$ cat src/rtl/instr_encoder_loader.sv
// Encodes R/lw/sw/sb field descriptors into RV32I words and streams them into
// instruction memory. Define IMM_CHECK_EN to reject out-of-range immediates.
module instr_encoder_loader #(
  parameter int ADDR_W    = 10,
  parameter int MAX_WORDS = 256
) (
  input  logic              clk_i,
  input  logic              rst_ni,
  input  logic              start_i,
  input  logic [ADDR_W-1:0] base_i,
  input  logic [8:0]        len_i,
  input  logic              valid_i,
  output logic              ready_o,
  input  logic [1:0]        fmt_i,
  input  logic [4:0]        rd_i,
  input  logic [4:0]        rs1_i,
  input  logic [4:0]        rs2_i,
  input  logic [2:0]        funct3_i,
  input  logic [6:0]        funct7_i,
  input  logic [12:0]       imm_i,
  output logic              imem_we_o,
  output logic [ADDR_W-1:0] imem_addr_o,
  output logic [31:0]       imem_wdata_o,
  output logic              busy_o,
  output logic              done_o,
  output logic              err_o
);

  localparam logic [1:0] S_IDLE   = 2'd0;
  localparam logic [1:0] S_ACCEPT = 2'd1;
  localparam logic [1:0] S_WRITE  = 2'd2;
  localparam logic [1:0] S_DONE   = 2'd3;

  localparam logic [1:0] FMT_R  = 2'd0;
  localparam logic [1:0] FMT_LW = 2'd1;
  localparam logic [1:0] FMT_SW = 2'd2;

  logic [1:0]        r_state;
  logic [ADDR_W-1:0] r_base;
  logic [ADDR_W-1:0] r_addr;
  logic [8:0]        r_len;
  logic [8:0]        r_cnt;
  logic [31:0]       r_wdata;
  logic              r_err;

  logic              w_len_ok;
  logic              w_illegal;
  logic [8:0]        w_cnt_next;
  logic [ADDR_W-1:0] w_off;
  logic [31:0]       w_word;

  function automatic logic [31:0] encode(
    input logic [1:0]  fmt,
    input logic [4:0]  rd,
    input logic [4:0]  rs1,
    input logic [4:0]  rs2,
    input logic [2:0]  f3,
    input logic [6:0]  f7,
    input logic [12:0] imm
  );
    logic [31:0] word;
    case (fmt)
      FMT_R:   word = {f7, rs2, rs1, f3, rd, 7'b0110011};
      FMT_LW:  word = {imm[11:0], rs1, f3, rd, 7'b0000011};
      FMT_SW:  word = {imm[11:5], rs2, rs1, f3, imm[4:0], 7'b0100011};
      default: word = {imm[12], imm[10:5], rs2, rs1, f3, imm[4:1], imm[11], 7'b1100011};
    endcase
    return word;
  endfunction

`ifdef IMM_CHECK_EN
  // lw/sw need a value representable in 12 signed bits; branches must be even
  function automatic logic imm_illegal(input logic [1:0] fmt, input logic [12:0] imm);
    logic bad;
    case (fmt)
      FMT_LW, FMT_SW: bad = (imm[12] != imm[11]);
      FMT_R:          bad = 1'b0;
      default:        bad = imm[0];
    endcase
    return bad;
  endfunction

  assign w_illegal = imm_illegal(fmt_i, imm_i);
`else
  assign w_illegal = 1'b0;
`endif

  assign w_len_ok   = (len_i != 9'd0) && (32'(len_i) <= 32'(MAX_WORDS));
  assign w_cnt_next = r_cnt + 9'd1;
  assign w_off      = ADDR_W'({r_cnt, 2'b00});
  assign w_word     = encode(fmt_i, rd_i, rs1_i, rs2_i, funct3_i, funct7_i, imm_i);

  always_ff @(posedge clk_i or negedge rst_ni) begin
    if (!rst_ni) begin
      r_state <= S_IDLE;
      r_base  <= '0;
      r_addr  <= '0;
      r_len   <= '0;
      r_cnt   <= '0;
      r_wdata <= '0;
      r_err   <= 1'b0;
    end else begin
      case (r_state)
        S_IDLE: begin
          if (start_i) begin
            if (w_len_ok) begin
              r_state <= S_ACCEPT;
              r_base  <= {base_i[ADDR_W-1:2], 2'b00};
              r_len   <= len_i;
              r_cnt   <= '0;
              r_err   <= 1'b0;
            end else begin
              r_state <= S_DONE;
              r_err   <= 1'b1;
            end
          end
        end
        S_ACCEPT: begin
          if (valid_i) begin
            if (w_illegal) begin
              r_err <= 1'b1;
            end else begin
              r_wdata <= w_word;
              r_addr  <= r_base + w_off;
              r_state <= S_WRITE;
            end
          end
        end
        S_WRITE: begin
          r_cnt   <= w_cnt_next;
          r_state <= (w_cnt_next == r_len) ? S_DONE : S_ACCEPT;
        end
        default: r_state <= S_IDLE;
      endcase
    end
  end

  assign ready_o      = (r_state == S_ACCEPT);
  assign imem_we_o    = (r_state == S_WRITE);
  assign busy_o       = (r_state != S_IDLE);
  assign done_o       = (r_state == S_DONE);
  assign err_o        = r_err;
  assign imem_addr_o  = r_addr;
  assign imem_wdata_o = r_wdata;

endmodule

$ cat config.mk
export PLATFORM = sky130hd
export DESIGN_NAME = instr_encoder_loader
export DESIGN_NICKNAME = d
export VERILOG_FILES = /design/src/rtl/instr_encoder_loader.sv
export SDC_FILE = /design/constraint.sdc
export NUM_CORES = 1
export LEC_CHECK = 0
export ABC_AREA = 1
export BUFFER_PORTS_ARGS = -buffer_cell sky130_fd_sc_hd__buf_2
export CAP_MARGIN = 10
export CORE_MARGIN = 1.5
export CORE_UTILIZATION = 57
export CTS_BUF_LIST = sky130_fd_sc_hd__clkbuf_4 sky130_fd_sc_hd__clkbuf_8
export DETAILED_ROUTE_END_ITERATION = 16
export PLACE_DENSITY = 0.88
export SKIP_CTS_REPAIR_TIMING = 1
export SYNTH_ARGS = -nofsm -noshare
export SYNTH_HDL_FRONTEND = slang
export SYNTH_SLANG_ARGS = --single-unit
$ cat constraint.sdc
create_clock -name clk_i -period 3.57 [get_ports clk_i]
set_input_delay 0.1785 -clock clk_i [delete_from_list [all_inputs] [get_ports clk_i]]
set_output_delay 0.1785 -clock clk_i [all_outputs]
set_load 0.05 [all_outputs]
* After elaboration in Yosys (flattened, before gate mapping)
Cells that the tools add are included.
** Word-level totals
- Bits in registers :: 71
- Latch bits :: 0
- RAM bits :: 0
- Bits in read-only memories :: 0
- Bits of input ports :: 63
- Output and inout bits :: 47
- Word-level logic and storage cells :: 40
- Memories kept :: 0
** Cells by class
- Add/sub/neg operators :: 2
- Multipliers :: 0
- Div/mod/pow operators :: 0
- Magnitude comparators :: 1
- Equal/unequal tests :: 9
- Shift operators :: 0
- Muxes and demuxes :: 10
- Bitwise gates (word level) :: 0
- Reductions and logical operators :: 11
** Operator list (number)
- one-hot mux 32 bit (3 select lines) :: 1
- 2-to-1 mux 9 bit :: 2
- one-hot mux 9 bit (2 select lines) :: 1
- adder 10 bit :: 1
- adder 9 x 1 -> 9 bit, second input constant :: 1
- equality test 9 bit :: 1
- <= comparator 9 bit, second input constant :: 1
- nonzero test 9 bit :: 1
- 2-to-1 mux 2 bit :: 4
- equality test 2 bit, second input constant :: 3
- != test 2 bit, second input constant :: 3
- one-hot mux 2 bit (3 select lines) :: 1
- AND reduction 2 bit :: 3
- AND reduction 3 bit :: 2
- equality test 2 x 1 -> 1 bit, second input constant :: 2
- zero test 2 bit :: 2
- nonzero test 2 bit :: 2
- logical AND 1 bit :: 1
- 2-to-1 mux 1 bit :: 1

* Longest topological paths before layout
- Depth in word-level cells :: 5
- Mapped depth :: 13
- Gate-level depth less buffers :: 12

* Least setup slack after synthesis
Ideal clock, no wire load.
- Kind :: register to register
- Start point :: register r_cnt[0]
- End point :: register r_addr[8] (netlist: imem_addr_o[8])
- Library setup time :: 0.083 ns
- Arrival :: 1.576 ns
- Data required time :: 3.487 ns
- Slack :: 1.911 ns
- Cell stages (with the launch flop) :: 11
- Cells stage by stage :: dfrtp_1 ha_1 inv_1 fa_1 nand3b_1 nand2_1 nand2_1 nand2_1 a21oi_1 xor2_1 o21ai_0
** On the way
- Longest elaborated chain between the ends :: 1
** RTL lines
- from (decl) :: line 42 : logic [8:0] r_cnt;
- from (signal assigned) :: line 130 : r_cnt <= w_cnt_next;
- adder 10 bit :: line 124 : r_addr <= r_base + w_off;
- to (signal assigned) :: line 124
- to (decl) :: line 40 : logic [ADDR_W-1:0] r_addr;
No other way between the ends.
A chain may end at the register's enable or synchronous reset.

* Worst setup path after layout
- Start point :: register r_state[0]
- End point :: register r_wdata[31] (netlist: imem_wdata_o[31])
** On the way
- Longest elaborated chain between the ends :: 2
** RTL lines
- from (decl) :: line 38 : logic [1:0] r_state;
- from (signal assigned) :: line 131 : r_state <= (w_cnt_next == r_len) ? S_DONE : S_ACCEPT;
- equality test 2 x 1 -> 1 bit :: line 103 : case (r_state)
- AND reduction 2 bit (no source line)
- to (signal assigned) :: line 123 : r_wdata <= w_word;
- to (decl) :: line 43 : logic [31:0] r_wdata;
No other way between the ends.

==> summary.md <==
| Metric | Value |
|---|---|
| Status | `completed` |
| Hold depth | `3` |
| Number of synthesized flops with an enable pin | `0` |
| Syn Inst Count | `438` |
| PortBufs | `103` |
| Lkg Pwr | `2.24 nW` |
| Layout cells sized above 1 | `0.239` |
| Main combinational cell family by area after synthesis | `simple AND/OR/NAND/NOR gates` |
| Area Growth Syn to Fin | `21.2%` |
| Synthesized area | `3420 um^2` |
| Antenna violations before repair | `0` |
| DR vias | `3191` |
| Die Wd | `80.4 um` |
| HP Class | `in -> reg` |
| All-Layer GR Usage | `0.265` |
| CP Max Fanout | `49` |
| # rows | `28` |
| Compound-Gate Fraction of Synth Area | `0.103` |
| Die Footprint | `6470 um^2` |
| Routability Congestion | `0.830` |
| Final Skew | `9.46 ps` |
| Drt drc | `0` |
| Simple-gate area share of the yosys netlist | `0.280` |
| WL per Instance | `12.8 um` |
| Startpoint class of the critical path | `flip-flop` |
| First-pass GRT wire length | `13.1 mm` |
| Diode count | `0` |
| Largest net degree at the start of global routing | `50` |
| Crit share post-route | `0.590` |
| Core area | `5850 um^2` |
| CTS tree | `done` |
| Post-DP HPWL | `5.92 mm` |
| Final min period | `2110 ps` |
| Slew headroom | `0.486` |
| Adder-cell share of the synthesized area | `0.0351` |
| Clk buf depth | `2` |
| Seq cells post-synth | `66` |
| Commonest non-fill, non-tap cell in the layout | `nand2_1` |
| Initial Utilization | `0.584` |
| Chip height | `80.4 um` |
| Vias per cell | `5.16` |
| Reg2reg end | `imem_wdata_o[31]` |
| Root Driver | `clkbuf_8` |
| Mean Syn Cell Area | `7.80 um^2` |
| # setup viols final | `0` |
| # Max-Cap Violations | `0` |
| Worst VDD drop | `534 uV` |
| Crit path DAT | `2340 ps` |
| Slew of the pin with the lowest slew margin | `771 ps` |
| Post-synthesis mux area share | `0` |
| Reg2reg path depth | `8` |
| Clock Latency Late Sink | `340 ps` |
| Max-slew violations | `0` |
| Final hold vios | `0` |
| Nets | `612` |
| Main synth FF type | `dfrtp_1` |
| Iteration-0 DRC Markers | `198` |
| Worst flop-to-flop path startpoint | `r_state[0]` |
| Hold wc startpoint | `base_i[9]` |
| Seq/Total Area, Yosys | `0.483` |
| FF-to-FF setup slack | `1460 ps` |
| Pwr dens | `985 nW/um^2` |
| Clock sinks | `66` |
| Max H-tree Level | `3` |
| DRT Pass-1 Iters | `4` |
| Clk slew on worst S/H paths | `70 ps` |
| Worst Hold End | `r_base[9]` |
| Setup TNS | `0 ps` |
| Synth warn | `0` |
| RSZ-0062 raised after global routing | `false` |
| Worst setup EP type | `flip-flop` |
| PnR Total Power | `4.08 mW` |
| Most frequent cells in the layout | `nand2_1, buf_2, dfrtp_1` |
| FMAX | `475 MHz` |
| Synth async-reset ratio | `1.00` |
| DRT Wirelength | `7.90 mm` |
| Kind of critical path | `reg -> reg` |
| Required @ worst endpoint | `3810 ps` |
| Vias in the first global route | `3129` |
| Gr ovfl total | `0` |
| Synth unique cells | `31` |
| CTS buffer count | `9` |
| XOR/XNOR share of the synthesized area | `0.0179` |
| # IOs | `110` |
| Antenna viol nets, final | `0` |
## synthesized netlist by cell type (5+ instances only)
master | number | area (um^2)
xor2_1 | 5 | 43.8
ha_1 | 8 | 100
o31ai_1 | 9 | 67.6
o21ai_0 | 40 | 200
inv_1 | 38 | 143
a21oi_1 | 6 | 30.0
buf_4 | 9 | 67.6
nand3_1 | 29 | 145
nor2_1 | 42 | 158
dfrtp_1 | 66 | 1650
buf_2 | 6 | 30.0
nand2_1 | 152 | 571
## how the worst max path moves through the flow
| stage | start | cells past startpoint | to |
|---|---|---|---|
| finish | r_state[0] | 8 | imem_wdata_o[31] |
| global route | r_state[0] | 8 | r_base[6] |
| CTS | r_state[0] | 8 | imem_wdata_o[31] |
| detailed placement | r_state[0] | 8 | imem_wdata_o[31] |
| global placement | r_state[0] | 8 | imem_wdata_o[31] |
| floorplan | r_cnt[0] | 10 | imem_addr_o[8] |
## sequential cells by signal, summed over array words and instances, names as in the netlist
| register | count |
|---|---|
| imem_wdata_o | 29 |
| r_cnt | 9 |
| err_o | 1 |
| r_state | 2 |
| r_base | 8 |
| imem_addr_o | 8 |
| r_len | 9 |
## routing by layer
metal | wire length, um | vias to the layer above | global-route usage | share of wire
met2 | 3990 | 101 | 0.468 | 0.50
li1 | - | 1585 | - | -
met1 | 3250 | 1486 | 0.298 | 0.41
met3 | 459 | 19 | 0.0670 | 0.058
met4 | 206 | 0 | 0.124 | 0.026
met5 | 0 | - | 0 | 0
## through the flow
stage               instance area [um^2]  setup WS (ps)  hold WS, ps   util  instances
floorplan                           3430           1910         -117      -        441
global placement                    3940           1560          291  0.674        603
detailed placement                  3940           1520          304  0.674        603
CTS                                 4130           1500        -69.3  0.707        618
global route                        4140           1270         35.5  0.708        619
finish                              4140           1460         39.0  0.708        619
## final cells by class
cell class | count | area [um^2]
clock inverter | 5 | 55.1
timing repair buffer | 107 | 548
sequential | 66 | 1650
fill | 469 | 1710
multi-input combinational | 316 | 1510
inverter | 40 | 153
clock buffer | 10 | 138
tap | 75 | 93.8
## logic make-up (layout without fill, tap and decap cells)
group                    Yosys count  after routing
AND/OR/NAND/NOR                  233            233
flip-flops                        66             66
AO/OA/AOI/OAI                     63             63
adder cells (fa/ha/maj)            9              9
XOR/XNOR                           7              7
other                              1              4
buffers and inverters             59            162
## worst max-delay path, stage by stage (launching register included)
cell and delay [ps]:
dfrtp_1 640, inv_1 200, nor2_4 140, nand2_2 50
buf_4 270, inv_2 360, nand4_1 150, o21ai_0 110
inv_1 50
## report_power, final
part	total [mW]	switching, mW	internal, mW
combinational	2.10	1.54	0.567
clock	0.620	0.285	0.335
sequential	1.36	0.269	1.09
total	4.08	2.09	1.99
(Power assumes the default switching activity.)
